**src/rtl/pfd_tdc_if.sv**
```systemverilog
// Signal bundle between the reference/divider clocks, the phase detector and the loop filter.
// The slave side is the detector; the master side drives the clocks and observes the results.
interface pfd_tdc_if #(
  parameter int ERR_W = 8
);
  logic                    clk_ref;
  logic                    clk_fb;
  logic                    up;
  logic                    down;
  logic signed [ERR_W-1:0] phase_err;
  logic                    err_valid;
  logic                    cycle_slip;
  logic                    locked;

  modport slave (
    input  clk_ref, clk_fb,
    output up, down, phase_err, err_valid, cycle_slip, locked
  );

  modport master (
    output clk_ref, clk_fb,
    input  up, down, phase_err, err_valid, cycle_slip, locked
  );
endinterface

```
**src/rtl/pfd_tdc.sv**
```systemverilog
// Digital PFD with signed time-to-digital phase error, cycle-slip flag and optional lock
// detect (enabled by defining PFD_LOCK_DETECT_EN; otherwise locked is tied low).
module pfd_tdc #(
  parameter int          SYNC_STAGES = 2,
  parameter int          ERR_W       = 8,
  parameter int unsigned LOCK_TOL    = 2,
  parameter int unsigned LOCK_CNT    = 16
) (
  input  logic       clk,
  input  logic       rst,
  pfd_tdc_if.slave   bus
);

  localparam int CNT_W = ERR_W - 1;

  if (SYNC_STAGES < 2 || ERR_W < 2 || LOCK_CNT < 1 || LOCK_TOL >= 2 ** (ERR_W - 1)) begin : g_bad_cfg
    $error("pfd_tdc: invalid parameter set");
  end

  typedef enum logic [1:0] {
    S_IDLE     = 2'd0,
    S_REF_LEAD = 2'd1,
    S_FB_LEAD  = 2'd2
  } state_t;

  function automatic logic [CNT_W-1:0] sat_inc(input logic [CNT_W-1:0] v);
    return (v == {CNT_W{1'b1}}) ? v : v + 1'b1;
  endfunction

  // Counter is one bit narrower than the error, so the negation can never overflow.
  function automatic logic signed [ERR_W-1:0] to_err(input logic [CNT_W-1:0] c, input logic neg);
    logic signed [ERR_W-1:0] m;
    m = signed'({1'b0, c});
    return neg ? -m : m;
  endfunction

  logic [SYNC_STAGES-1:0]  r_ref_sync_p0;
  logic [SYNC_STAGES-1:0]  r_fb_sync_p0;
  logic                    r_ref_hist_p0;
  logic                    r_fb_hist_p0;
  logic                    w_ref_edge;
  logic                    w_fb_edge;

  state_t                  r_state;
  state_t                  w_state_nxt;
  logic [CNT_W-1:0]        r_cnt;
  logic [CNT_W-1:0]        w_cnt_nxt;
  logic signed [ERR_W-1:0] r_phase_err_p1;
  logic signed [ERR_W-1:0] w_phase_err_nxt;
  logic                    r_vld_p1;
  logic                    w_vld_nxt;
  logic                    r_slip_p1;
  logic                    w_slip_nxt;

  // Stage 0: synchronise both clocks into clk and derive single-cycle rising-edge pulses
  always_ff @(posedge clk) begin
    if (rst) begin
      r_ref_sync_p0 <= '0;
      r_fb_sync_p0  <= '0;
      r_ref_hist_p0 <= 1'b0;
      r_fb_hist_p0  <= 1'b0;
    end else begin
      r_ref_sync_p0 <= {r_ref_sync_p0[SYNC_STAGES-2:0], bus.clk_ref};
      r_fb_sync_p0  <= {r_fb_sync_p0[SYNC_STAGES-2:0], bus.clk_fb};
      r_ref_hist_p0 <= r_ref_sync_p0[SYNC_STAGES-1];
      r_fb_hist_p0  <= r_fb_sync_p0[SYNC_STAGES-1];
    end
  end

  assign w_ref_edge = r_ref_sync_p0[SYNC_STAGES-1] & ~r_ref_hist_p0;
  assign w_fb_edge  = r_fb_sync_p0[SYNC_STAGES-1] & ~r_fb_hist_p0;

  // Stage 1: lead/lag state machine, gap counter and registered measurement outputs
  always_ff @(posedge clk) begin
    if (rst) begin
      r_state        <= S_IDLE;
      r_cnt          <= '0;
      r_phase_err_p1 <= '0;
      r_vld_p1       <= 1'b0;
      r_slip_p1      <= 1'b0;
    end else begin
      r_state        <= w_state_nxt;
      r_cnt          <= w_cnt_nxt;
      r_phase_err_p1 <= w_phase_err_nxt;
      r_vld_p1       <= w_vld_nxt;
      r_slip_p1      <= w_slip_nxt;
    end
  end

  always_comb begin
    w_state_nxt     = r_state;
    w_cnt_nxt       = r_cnt;
    w_phase_err_nxt = r_phase_err_p1;
    w_vld_nxt       = 1'b0;
    w_slip_nxt      = 1'b0;
    case (r_state)
      S_IDLE: begin
        if (w_ref_edge && w_fb_edge) begin
          w_phase_err_nxt = '0;
          w_vld_nxt       = 1'b1;
        end else if (w_ref_edge) begin
          w_state_nxt = S_REF_LEAD;
          w_cnt_nxt   = CNT_W'(1);
        end else if (w_fb_edge) begin
          w_state_nxt = S_FB_LEAD;
          w_cnt_nxt   = CNT_W'(1);
        end
      end
      S_REF_LEAD: begin
        if (w_fb_edge) begin
          w_phase_err_nxt = to_err(r_cnt, 1'b0);
          w_vld_nxt       = 1'b1;
          // A coincident reference edge immediately opens the next gap.
          if (w_ref_edge) w_cnt_nxt = CNT_W'(1);
          else            w_state_nxt = S_IDLE;
        end else begin
          w_cnt_nxt  = sat_inc(r_cnt);
          w_slip_nxt = w_ref_edge;
        end
      end
      S_FB_LEAD: begin
        if (w_ref_edge) begin
          w_phase_err_nxt = to_err(r_cnt, 1'b1);
          w_vld_nxt       = 1'b1;
          if (w_fb_edge) w_cnt_nxt = CNT_W'(1);
          else           w_state_nxt = S_IDLE;
        end else begin
          w_cnt_nxt  = sat_inc(r_cnt);
          w_slip_nxt = w_fb_edge;
        end
      end
      default: w_state_nxt = S_IDLE;
    endcase
  end

  assign bus.up         = (r_state == S_REF_LEAD);
  assign bus.down       = (r_state == S_FB_LEAD);
  assign bus.phase_err  = r_phase_err_p1;
  assign bus.err_valid  = r_vld_p1;
  assign bus.cycle_slip = r_slip_p1;

`ifdef PFD_LOCK_DETECT_EN
  localparam int LK_W = $clog2(LOCK_CNT + 1);

  logic [LK_W-1:0]  r_lock_cnt_p2;
  logic             r_locked_p2;
  logic [ERR_W-1:0] w_err_abs;
  logic             w_in_tol;

  assign w_err_abs = r_phase_err_p1[ERR_W-1] ? ERR_W'(-r_phase_err_p1) : ERR_W'(r_phase_err_p1);
  assign w_in_tol  = (32'(w_err_abs) <= LOCK_TOL);

  // Stage 2: lock qualification on completed measurements
  always_ff @(posedge clk) begin
    if (rst) begin
      r_lock_cnt_p2 <= '0;
      r_locked_p2   <= 1'b0;
    end else if ((r_vld_p1 && !w_in_tol) || r_slip_p1) begin
      r_lock_cnt_p2 <= '0;
      r_locked_p2   <= 1'b0;
    end else begin
      if (r_vld_p1 && (r_lock_cnt_p2 != LK_W'(LOCK_CNT))) r_lock_cnt_p2 <= r_lock_cnt_p2 + 1'b1;
      r_locked_p2 <= (r_lock_cnt_p2 == LK_W'(LOCK_CNT));
    end
  end

  assign bus.locked = r_locked_p2;
`else
  assign bus.locked = 1'b0;
`endif

endmodule

```
**src/flat_wrapper.sv**
```systemverilog
// flat-port wrapper written by rule: the top's interface ports become plain ports
module pfd_tdc_flat 
#(
  parameter int          SYNC_STAGES = 2,
  parameter int          ERR_W       = 8,
  parameter int unsigned LOCK_TOL    = 2,
  parameter int unsigned LOCK_CNT    = 16
)
  (clk, rst, bus_clk_ref, bus_clk_fb, bus_up, bus_down, bus_phase_err, bus_err_valid, bus_cycle_slip, bus_locked);
  pfd_tdc_if #(.ERR_W(ERR_W)) bus_i ();
  input  logic clk;
  input  logic rst;
  input wire logic [$bits(bus_i.clk_ref)-1:0] bus_clk_ref;
  input wire logic [$bits(bus_i.clk_fb)-1:0] bus_clk_fb;
  output wire logic [$bits(bus_i.up)-1:0] bus_up;
  output wire logic [$bits(bus_i.down)-1:0] bus_down;
  output wire logic [$bits(bus_i.phase_err)-1:0] bus_phase_err;
  output wire logic [$bits(bus_i.err_valid)-1:0] bus_err_valid;
  output wire logic [$bits(bus_i.cycle_slip)-1:0] bus_cycle_slip;
  output wire logic [$bits(bus_i.locked)-1:0] bus_locked;
  assign bus_i.clk_ref = bus_clk_ref;
  assign bus_i.clk_fb = bus_clk_fb;
  assign bus_up = bus_i.up;
  assign bus_down = bus_i.down;
  assign bus_phase_err = bus_i.phase_err;
  assign bus_err_valid = bus_i.err_valid;
  assign bus_cycle_slip = bus_i.cycle_slip;
  assign bus_locked = bus_i.locked;
  pfd_tdc #(.SYNC_STAGES(SYNC_STAGES), .ERR_W(ERR_W), .LOCK_TOL(LOCK_TOL), .LOCK_CNT(LOCK_CNT)) u_core (.clk(clk), .rst(rst), .bus(bus_i));
endmodule
```
**config.mk**
```make
export PLATFORM = sky130hd
export DESIGN_NAME = pfd_tdc_flat
export DESIGN_NICKNAME = d
export VERILOG_FILES = /design/src/rtl/pfd_tdc_if.sv /design/src/rtl/pfd_tdc.sv /design/src/flat_wrapper.sv
export SDC_FILE = /design/constraint.sdc
export NUM_CORES = 1
export LEC_CHECK = 0
export CAP_MARGIN = 20
export CORE_ASPECT_RATIO = 1.4
export CORE_MARGIN = 2
export CORE_UTILIZATION = 59
export DETAILED_ROUTE_END_ITERATION = 7
export HOLD_SLACK_MARGIN = 0.08
export PLACE_DENSITY = 0.79
export SYNTH_ARGS = -nofsm -noshare
export SYNTH_HDL_FRONTEND = slang
export SYNTH_SLANG_ARGS = --single-unit
```
**constraint.sdc**
```tcl
create_clock -name clk -period 3.1 [get_ports clk]
set_input_delay 0.775 -clock clk [delete_from_list [all_inputs] [get_ports clk]]
set_output_delay 0.775 -clock clk [all_outputs]
set_load 0.03 [all_outputs]
```
Word level (Yosys, flattened, before mapping)
Cells that the tools add are included.
{"block": "totals", "register_bits": 25, "in_bits": 4, "output_inout_bits": 13, "wordCells": 59}
{"block": "classes", "n_addsub": 2, "eq_ne": 11, "muxes": 27, "bitwise_logic": 4, "reduce_logical": 6}
{"cell": "7-bit two-way mux", "count": 7}
{"cell": "8-bit two-way mux", "count": 3}
{"cell": "8-bit one-hot mux with 3 select lines", "count": 1}
{"cell": "7-bit one-hot mux with 3 select lines", "count": 1}
{"cell": "2-bit two-way mux", "count": 7}
{"cell": "7-bit negator with 8-bit output", "count": 1}
{"cell": "7-bit by 1-bit adder with 7-bit output (second input constant)", "count": 1}
{"cell": "7-bit == test (second input constant)", "count": 1}
{"cell": "2-bit by 1-bit != test with 1-bit output (second input constant)", "count": 3}
{"cell": "2-bit != test (second input constant)", "count": 3}
{"cell": "2-bit one-hot mux with 3 select lines", "count": 1}
{"cell": "6-bit AND reduction", "count": 1}
{"cell": "1-bit two-way mux", "count": 5}
{"cell": "4-bit AND reduction", "count": 1}
{"cell": "3-bit by 1-bit != test with 1-bit output (second input constant)", "count": 1}
{"cell": "3-bit by 2-bit != test with 1-bit output (second input constant)", "count": 1}
{"cell": "1-bit one-hot mux with 3 select lines", "count": 1}
{"cell": "3-bit AND reduction", "count": 1}
{"cell": "3-bit nonzero test", "count": 1}
{"cell": "1-bit AND", "count": 2}
{"cell": "2-bit by 1-bit == test with 1-bit output (second input constant)", "count": 1}
{"cell": "2-bit == test (second input constant)", "count": 1}
{"cell": "2-bit logical NOT", "count": 1}
{"cell": "1-bit inverter", "count": 2}
{"cell": "2 further kinds", "count": 2}

Logic depth before layout (Yosys ltp)
Gate-level depths: netlist of run 1.
{"block": "depth", "ltp_word": 6, "mapped_depth": 8}

Worst setup path before layout of run 1
OpenSTA, ideal clock, no wires.
{"block": "synth_path", "path_kind": "reg-to-reg", "from": "register u_core.r_state[1]", "to": "register u_core.r_phase_err_p1[5], in the netlist u_core.bus.phase_err[5]", "setup_ns": 0.117, "arrival_ns": 1.714, "required_time_ns": 2.983, "path_slack_ns": 1.269, "stages_incl_launch_ff": 7, "path_cell_list": "dfxtp_1 > inv_1 > ha_1 > buf_6 > a22oi_1 > a31oi_2 > a22o_1"}
{"block": "synth_via", "elab_chain_cells": 3, "word_cells_on_any_way": 9, "classes_between": "eq/ne (5); mux (1); reduce/logical (3)"}
{"element": "start, declared", "line_no": "pfd_tdc.sv:44", "rtl": "state_t r_state;"}
{"element": "start signal, assigned", "line_no": "pfd_tdc.sv:82", "rtl": "r_state <= w_state_nxt;"}
{"element": "2-bit by 1-bit == test with 1-bit output *"}
{"element": "via bus_up", "line_no": "flat_wrapper.sv:15", "rtl": "output wire logic [$bits(bus_i.up)-1:0] bus_up;"}
{"element": "2-bit by 1-bit != test with 1-bit output (no line) or 3-bit nonzero test (tied branches)"}
{"element": "4-bit AND reduction (no line)"}
{"element": "end signal, assigned", "line_no": "pfd_tdc.sv:84", "rtl": "r_phase_err_p1 <= w_phase_err_nxt;"}
{"element": "end, declared", "line_no": "pfd_tdc.sv:48", "rtl": "logic signed [ERR_W-1:0] r_phase_err_p1;"}
Mark *: on every way through the listed nets, which the timed path passes. The rest lies on a longest branch.
A chain may end at the register's enable or synchronous reset.

Worst setup path after layout of run 1
{"block": "layout_path", "from": "register u_core.r_state[1]", "to": "output port bus_up"}
{"block": "layout_via", "elab_chain_cells": 1}
{"element": "2-bit by 1-bit == test with 1-bit output", "line_no": "pfd_tdc.sv:136", "rtl": "assign bus.up = (r_state == S_REF_LEAD);"}
{"element": "end, declared", "line_no": "flat_wrapper.sv:15"}
Every way passes these cells.

==> results of run 1 <==
-- metrics by stage --
stage,area [um2],total power [mW],hold slack [ns]
finish,1600,0.700,0.468
global route,1600,0.739,0.494
CTS,1600,0.698,0.472
detailed placement,1570,0.554,0.443
global placement,1570,0.550,0.436
floorplan,1450,0.508,0.414
-- state kept, by name, summed over array words and instances (netlist names) --
name / flops
u_core.bus.phase_err: 8
u_core.r_cnt: 7
u_core.r_fb_sync_p0: 2
u_core.r_ref_sync_p0: 2
u_core.r_state: 2
u_core.bus.cycle_slip: 1
u_core.bus.err_valid: 1
u_core.r_fb_hist_p0: 1
u_core.r_ref_hist_p0: 1
-- report_power, final --
part / switching (mW) / internal [mW] / total [mW]
sequential: 0.0137 / 0.332 / 0.346
clock: 0.101 / 0.0485 / 0.150
combinational: 0.122 / 0.0817 / 0.204
-- cells in the mapped netlist (all sizes together) --
cell type	count	area, um2
o21ai	16	80.1
clkbuf	4	15.0
and2b	1	7.51
o311ai	1	8.76
o31ai	1	7.51
inv	8	30.0
nor2b	7	43.8
a211oi	3	22.5
a221o	1	10.0
mux2	2	22.5
and4b	1	10.0
or3b	1	8.76
and3	5	31.3
conb	1	3.75
o2111a	1	11.3
nor3	1	5.00
and3b	1	10.0
xnor2	1	8.76
a21o	3	22.5
o32ai	1	8.76
o21a	1	7.51
o21bai	1	7.51
nand3b	3	22.5
a21boi	1	7.51
or2b	1	7.51
nand2b	2	22.5
a21oi	12	60.1
nor3b	2	15.0
dfxtp	25	500
xor2	1	8.76
nand3	4	20.0
a22oi	3	22.5
o221ai	1	8.76
buf	7	62.6
o211ai	2	15.0
nor2	8	30.0
nand2	17	63.8
nand4	3	33.8
a31oi	3	25.0
ha	6	75.1
or3	1	6.26
mux2i	1	10.0
a211o	3	26.3
a22o	3	26.3
-- final cells by class --
type | count | area, um2
Clock buffer | 3 | 22.5
Fill cell | 209 | 768
Timing Repair Buffer | 17 | 165
Clock inverter | 1 | 5.00
Inverter | 8 | 30.0
Sequential cell | 25 | 500
Multi-Input combinational cell | 127 | 845
Tap cell | 23 | 28.8
-- cell families (layout without fill, tap and decap cells) --
logic type | Yosys count | in the layout | share of synthesized area, %
mux | 3 | 3 | 2.24
flops | 25 | 25 | 34.5
compound gates | 57 | 57 | 26.0
buf+inv | 19 | 29 | 7.41
simple gates | 58 | 58 | 23.3
fa+ha+maj | 6 | 6 | 5.17
xor+xnor | 2 | 2 | 1.21
other cells | 1 | 1 | 0.258
-- worst paths after layout --
path	slack (ns)	end	cells past startpoint
setup / recovery	0.23	bus_up	3
hold / removal	0.47	u_core.r_fb_sync_p0[1]	1
setup reg to reg	1.02	u_core.r_cnt[3]	7
hold reg to reg	0.47	u_core.r_fb_sync_p0[1]	1
-- metal layers --
metal | global-route usage, % | routed length, um | vias to the layer above
met5 | 0 | 0 | -
met4 | 8.21 | 60 | 0
met3 | 2.60 | 104 | 7
met2 | 40.3 | 1630 | 34
met1 | 29.5 | 1270 | 584
li1 | - | - | 632
-- layout by cell type (no fill, tap or decap), types with 2 or more instances in the layout --
cell             instances
a22oi_1                  3
inv_1                    8
a31oi_1                  2
and3_1                   5
a21oi_1                 12
nand3_1                  4
nor3b_1                  2
ha_1                     6
dfxtp_1                 25
mux2_2                   2
a211oi_1                 3
nor2_1                   8
nand2_1                 17
nand3b_1                 3
o211ai_1                 2
a211o_1                  3
o21ai_0                 16
a22o_1                   3
clkdlybuf4s50_1         15
buf_4                    2
nand4_1                  2
clkbuf_4                 3
nor2b_1                  7
a21o_1                   3
==> impl_metrics.ini, run 1 <==
[setup_path]
crit_slowest_cell = clkdlybuf4s50_1
cpPeakStageDelay_ns = 0.78
timing.rr.start = u_core.r_state[1]
endpoint_kind = primary output
path_cells = inv_1 -> ha_1 -> clkdlybuf4s50_1
startpoint = u_core.r_state[1]
cp_max_fo = 19
path_buf_inv = 2
critical_path_class = flop to primary output
start_kind = flop
cp_top_family = buffers and inverters
crit_required_ns = 2.32
crit_arrival_ns = 2.10

[finish]
drive_gt1_share_pct = 7.73
n_antenna_cell = 0
num-nets-final = 192
stdcell_count = 204
fin_util_pct = 67.5
synthToLayoutAreaGrowth_pct = 9.91

[cts]
post_cts_resized = 0
cts-htree-levels = 1
cts_tree = done
cts_buffers = 3
cts-hold-fix-buffers = 0
clkTransAtPathRegs_ns = 0.14
cts_sinks = 25
max-clock-path-buffers = 2
post-cts-setup-buffers = 0
clk_latency_ns = 0.33
clock-root-buffer = clkbuf_4

[placed_design]
numPortBuffers = 15
pre_cts_slack_ns = 0.620
dpl.cell_count = 200
place.gp.congestion = 0.857
place_hpwl_um = 2270

[pwr]
powerDensity_mw_per_mm2 = 438
leakage_nw = 0.619
vdd_drop_max_mv = 0.304

[floorplan]
die_h_um = 62.7
row_count = 21
die_w_um = 45.9
dieArea_mm2 = 0.00288
core_mm2 = 0.00236
ios = 17
start_util_pct = 61.4

[drt]
drcViolationCount = 0
num_vias = 1257
ant_nets = 0
drtIter0Drc = 35
dr.pass1.iters = 4
wl_um = 3060
wire_per_inst_um = 15.0
avgViaCountPerCell = 6.16

[global_route]
grt_start_max_net_pins = 22
track_usage_pct = 23.8
grt_pass1_wl_um = 5240
antenna_found_initial = 0
grt-ovfl-total = 0
grt_pass1_vias = 1186

[synthesis]
ys_seq_area_share_pct = 34.5
synthDistinctLibCells = 50
ys_ff_latch = 25
syn_area_mm2 = 0.00145
ys_warn_count = 0
syn_avg_cell_area_um2 = 8.49
syn-num-nets = 181
synth_cells = 171

[sta]
fin_tns_setup_ns = 0
fin_crit_sh_pct = 92.6
worst_pin_slew_ns = 0.590
finalSetupViolCount = 0
fmax_mhz = 348
post-route-min-period_ns = 2.87
finalHoldViolCount = 0
slew_violations = 0
final.setup_skew_ns = 0.00344
rsz0062_at_grt = false
layout_setup_ws_ns = 0.228
slew_headroom_pct = 60.7

[status]
outcome = complete, no violations

[worst_hold_path]
hold_path.class = flop to flop
min_from = u_core.r_fb_sync_p0[0]

[flow_run]
maxCapViolCount = 0
Power figures use the tool's default switching activity.
==> inputs of run 2 (changes only) <==
CTS_CLUSTER_SIZE = 12   (was unset)
REMOVE_ABC_BUFFERS = 1   (was unset)
==> run 2 against run 1 <==
Compared with the run above: critical path depth increased by 1; sequential power is essentially flat; register-to-register slack about the same; wire length grew 3.0%; power decreased by 0.33%; highest routed layer unchanged.
==> impl_metrics.ini, run 2 (synthesis results as in run 1) <==
[setup_path]
crit_arrival_ns = 1.84
path_cells = inv_1 -> ha_1 -> buf_4 -> clkdlybuf4s50_1
cp_max_fo = 19
crit_slowest_cell = clkdlybuf4s50_1
crit_required_ns = 2.32
ff2ff_path_depth = 6
timing.rr.start = u_core.r_state[0]
cpPeakStageDelay_ns = 0.70
r2r-end = u_core.r_cnt[2]
endpoint_kind = primary output
rrSetupSlack_ns = 1.02
critical_path_class = flop to primary output
start_kind = flop

[pwr]
vdd_drop_max_mv = 0.295
leakage_nw = 0.622
powerDensity_mw_per_mm2 = 435

[sta]
finalSetupViolCount = 0
slew_violations = 0
fin_crit_sh_pct = 84.3
post-route-min-period_ns = 2.61
rsz0062_at_grt = false
worst_pin_slew_ns = 0.509
finalHoldViolCount = 0
final.setup_skew_ns = 0.00165
fin_tns_setup_ns = 0
fmax_mhz = 383
slew_headroom_pct = 66.1
fin_hold_ws_ns = 0.458
layout_setup_ws_ns = 0.488

[floorplan]
row_count = 21
start_util_pct = 61.4
dieArea_mm2 = 0.00288
ios = 17
die_h_um = 62.7
die_w_um = 45.9
core_mm2 = 0.00236

[global_route]
antenna_found_initial = 0
grt_pass1_wl_um = 5370
track_usage_pct = 24.5
grt_start_max_net_pins = 22
grt-ovfl-total = 0
grt_pass1_vias = 1235

[finish]
largest_register_ff_count = 8
synthToLayoutAreaGrowth_pct = 10.3
drive_gt1_share_pct = 7.69
mostFrequentLayoutCell = dfxtp_1
n_antenna_cell = 0
fin_util_pct = 67.8
nFillCells = 204
num-nets-final = 193
final_cell_mix = dfxtp_1, nand2_1, o21ai_0
design_area_mm2 = 0.00160

[status]
outcome = complete, no violations

[drt]
drtIter0Drc = 61
ant_nets = 0
wl_um = 3150
drcViolationCount = 0
wire_per_inst_um = 15.4
dr.pass1.iters = 4
avgViaCountPerCell = 6.46
num_vias = 1324

[placed_design]
numPortBuffers = 15
place_hpwl_um = 2320
pre_cts_slack_ns = 0.823
placed_area_mm2 = 0.00158
place.gp.congestion = 0.870

[cts]
post-cts-setup-buffers = 0
cts_tree = done
cts-hold-fix-buffers = 0
cts_buffers = 3
clock-root-buffer = clkbuf_4
clkTransAtPathRegs_ns = 0.13
clk_latency_ns = 0.32
cts_sinks = 25
cts-htree-levels = 1
max-clock-path-buffers = 2
post_cts_resized = 0

[worst_hold_path]
hold_path.class = flop to flop
min_from = u_core.r_fb_sync_p0[0]
min_path_cells = 1
holdPathEnd = u_core.r_fb_sync_p0[1]

[flow_run]
maxCapViolCount = 0
[run 2: cell count changes in the layout (fill, tap and decap cells not counted)]
| cell | before | now |
|---|---|---|
| buf_4 | 2 | 3 |
| clkbuf_1 | 0 | 1 |
| clkinv_2 | 1 | 0 |
[run 2: power by group]
| group | switching [mW] | internal [mW] |
|---|---|---|
| clock | 0.0984 | 0.0504 |
| combinational | 0.120 | 0.0823 |
| sequential | 0.0136 | 0.332 |
| total | 0.232 | 0.465 |
[run 2: how the worst max path moves through the flow]
| stage | from | to | slack (ns) |
|---|---|---|---|
| after CTS | u_core.r_state[1] | bus_up | 0.49 |
| after detailed placement | rst | u_core.r_cnt[3] | 0.82 |
| after global routing | u_core.r_state[1] | bus_up | 0.39 |
| final | u_core.r_state[1] | bus_up | 0.49 |
| after global placement | rst | u_core.r_cnt[3] | 0.84 |
| after floorplan | u_core.r_state[0] | u_core.r_cnt[3] | 1.13 |
[run 2: metrics by stage]
step | power (mW) | instances
6_report | 0.698 | 205
2_1_floorplan | 0.498 | 160
3_3_place_gp | 0.549 | 201
3_5_place_dp | 0.553 | 201
4_1_cts | 0.698 | 205
5_1_grt | 0.740 | 205
[run 2: cell type report]
type,count,area (um2),area share (%)
clock buffer,4,26.3,1.64
multi-input combinational,127,845,52.7
tap,23,28.8,1.80
sequential,25,500,31.2
timing repair buffer,18,173,10.8
inverter,8,30.0,1.87
[run 2: metal layers]
metal  track usage [%]  share of wire [%]  up-vias
met5                 0                  0        -
met4              12.5                4.2        0
met3              3.18                4.8       19
met2              38.2                 48       53
met1              31.6                 43      614
li1                  -                  -      638
[run 2: worst max-delay path, delay by kind of cell (launching register included)]
kind	cells	cell delay, ns
buf+inv	3	1.01
flops	1	0.35
fa+ha+maj	1	0.15
==> inputs of run 3 (changes only) <==
CORE_UTILIZATION = 49   (was 59)
PLACE_DENSITY = 0.7   (was 0.79)
clock period = 2.15 ns   (was 3.1 ns; I/O delays follow)
==> run 3 against run 2 <==
Compared with the run above: utilization decreased by 8.8 points; sequential cell count unchanged; clock power increased by 89%; largest power group unchanged; clock skew increased by 0.0045 ns; wire length increased by 2.2%; highest routed layer unchanged; largest cell class unchanged.
==> impl_metrics.ini, run 3 (synthesis results as in run 1) <==
[status]
outcome = complete, no violations

[setup_path]
cp_max_fo = 12
crit_cells = 4
worst_path_most_repeated_cell = buf_4
crit_slowest_cell = ha_1
path_cells = inv_1 -> ha_1 -> buf_4 -> buf_4
ff2ff_path_depth = 6
endpoint_kind = primary output
cpPeakStageDelay_ns = 0.43
rrSetupSlack_ns = 0.16
critical_path_class = flop to primary output
start_kind = flop
r2r-end = u_core.r_cnt[3]
cp_top_family = buffers and inverters
path_buf_inv = 3
timing.rr.start = u_core.r_state[0]
endpoint = bus_up
crit_required_ns = 1.61
crit_arrival_ns = 1.54
startpoint = u_core.r_state[1]

[sta]
finalHoldViolCount = 0
fin_hold_ws_ns = 0.454
fmax_mhz = 481
rsz0062_at_grt = false
post-route-min-period_ns = 2.08
fin_crit_sh_pct = 96.7
final.setup_skew_ns = 0.00610
finalSetupViolCount = 0
slew_violations = 0
fin_tns_setup_ns = 0

[pwr]
powerDensity_mw_per_mm2 = 650
leakage_nw = 0.666
vdd_drop_max_mv = 0.459

[floorplan]
start_util_pct = 51.0
die_w_um = 50.0
ios = 17
die_h_um = 68.4
core_mm2 = 0.00285
row_count = 23
dieArea_mm2 = 0.00342

[finish]
design_area_mm2 = 0.00168
final_cell_mix = dfxtp_1, nand2_1, o21ai_0
drive_gt1_share_pct = 12.2
nFillCells = 254
mostFrequentLayoutCell = dfxtp_1
regArea_um2 = 500
multi_input_area_um2 = 845
num-nets-final = 199
synthToLayoutAreaGrowth_pct = 15.7
n_antenna_cell = 0
largest_register_ff_count = 8

[cts]
clock-root-buffer = clkbuf_8
cts_sinks = 25
post_cts_resized = 0
post-cts-setup-buffers = 0
clk_latency_ns = 0.28
max-clock-path-buffers = 2
cts-htree-levels = 1
cts_buffers = 3
clkTransAtPathRegs_ns = 0.09
cts_tree = done
cts-hold-fix-buffers = 0

[placed_design]
place.gp.congestion = 0.860
placed_area_mm2 = 0.00163
place_hpwl_um = 2390
numPortBuffers = 15

[drt]
drtIter0Drc = 26
ant_nets = 0
num_vias = 1294
wire_per_inst_um = 14.3
avgViaCountPerCell = 5.75
drcViolationCount = 0
wl_um = 3220
dr.pass1.iters = 4

[global_route]
grt_pass1_wl_um = 5700
grt-ovfl-total = 0
track_usage_pct = 21.8
grt_pass1_vias = 1296
grt_start_max_net_pins = 22
antenna_found_initial = 0

[worst_hold_path]
hold_path.class = flop to flop

[flow_run]
maxCapViolCount = 0
==> run 3: changes by cell type in the layout (fill, tap and decap cells not counted), sizes merged <==
| cell | previous run | this run |
|---|---|---|
| buf | 3 | 11 |
| clkdlybuf4s50 | 15 | 13 |
| clkinv | 0 | 1 |
| clkbuf | 4 | 3 |
==> run 3: report_power, final <==
| part | internal [mW] | leakage [nW] | switching [mW] |
|---|---|---|---|
| Combinational | 0.134 | 0.438 | 0.187 |
| Sequential | 0.479 | 0.203 | 0.0100 |
| Clock | 0.130 | 0.0255 | 0.152 |
| Total | 0.743 | 0.666 | 0.349 |
==> run 3: worst min-delay path by stage <==
stage                       startpoint                 endpoint  slack (ns)  cells after the start
3_3_place_gp    u_core.r_fb_sync_p0[0]   u_core.r_fb_sync_p0[1]        0.42                      1
4_1_cts        u_core.r_ref_sync_p0[0]  u_core.r_ref_sync_p0[1]        0.46                      1
3_5_place_dp    u_core.r_fb_sync_p0[0]   u_core.r_fb_sync_p0[1]        0.44                      1
2_1_floorplan   u_core.r_fb_sync_p0[0]   u_core.r_fb_sync_p0[1]        0.41                      1
5_1_grt        u_core.r_ref_sync_p0[0]  u_core.r_ref_sync_p0[1]        0.48                      1
6_report       u_core.r_ref_sync_p0[0]  u_core.r_ref_sync_p0[1]        0.45                      1
==> run 3: cell type report <==
cell class / count / share of cell area, %
Multi-Input combinational cell: 127 / 50.3
Clock inverter: 1 / 0.298
Sequential cell: 25 / 29.8
Tap cell: 37 / 2.76
Inverter: 8 / 1.79
Timing Repair Buffer: 24 / 12.7
Clock buffer: 3 / 2.46
==> run 3: layer usage <==
metal / vias up / wire length, um / track usage [%]
met1: 600 / 1300 / 23.4
met3: 9 / 82 / 2.18
met5: - / 0 / 0
met2: 34 / 1740 / 39.6
li1: 651 / - / -
met4: 0 / 102 / 16.0
==> run 3: per-stage QoR <==
| step | worst slack (ns) | total power [mW] | util, % | instances |
|---|---|---|---|---|
| 2_1_floorplan | 0.182 | 0.718 | - | 160 |
| 3_3_place_gp | 0.133 | 0.811 | 57.4 | 221 |
| 3_5_place_dp | 0.0916 | 0.817 | 57.4 | 221 |
| 4_1_cts | 0.0792 | 1.10 | 59.0 | 225 |
| 5_1_grt | 0.00574 | 1.15 | 59.0 | 225 |
| 6_report | 0.0708 | 1.09 | 59.0 | 225 |
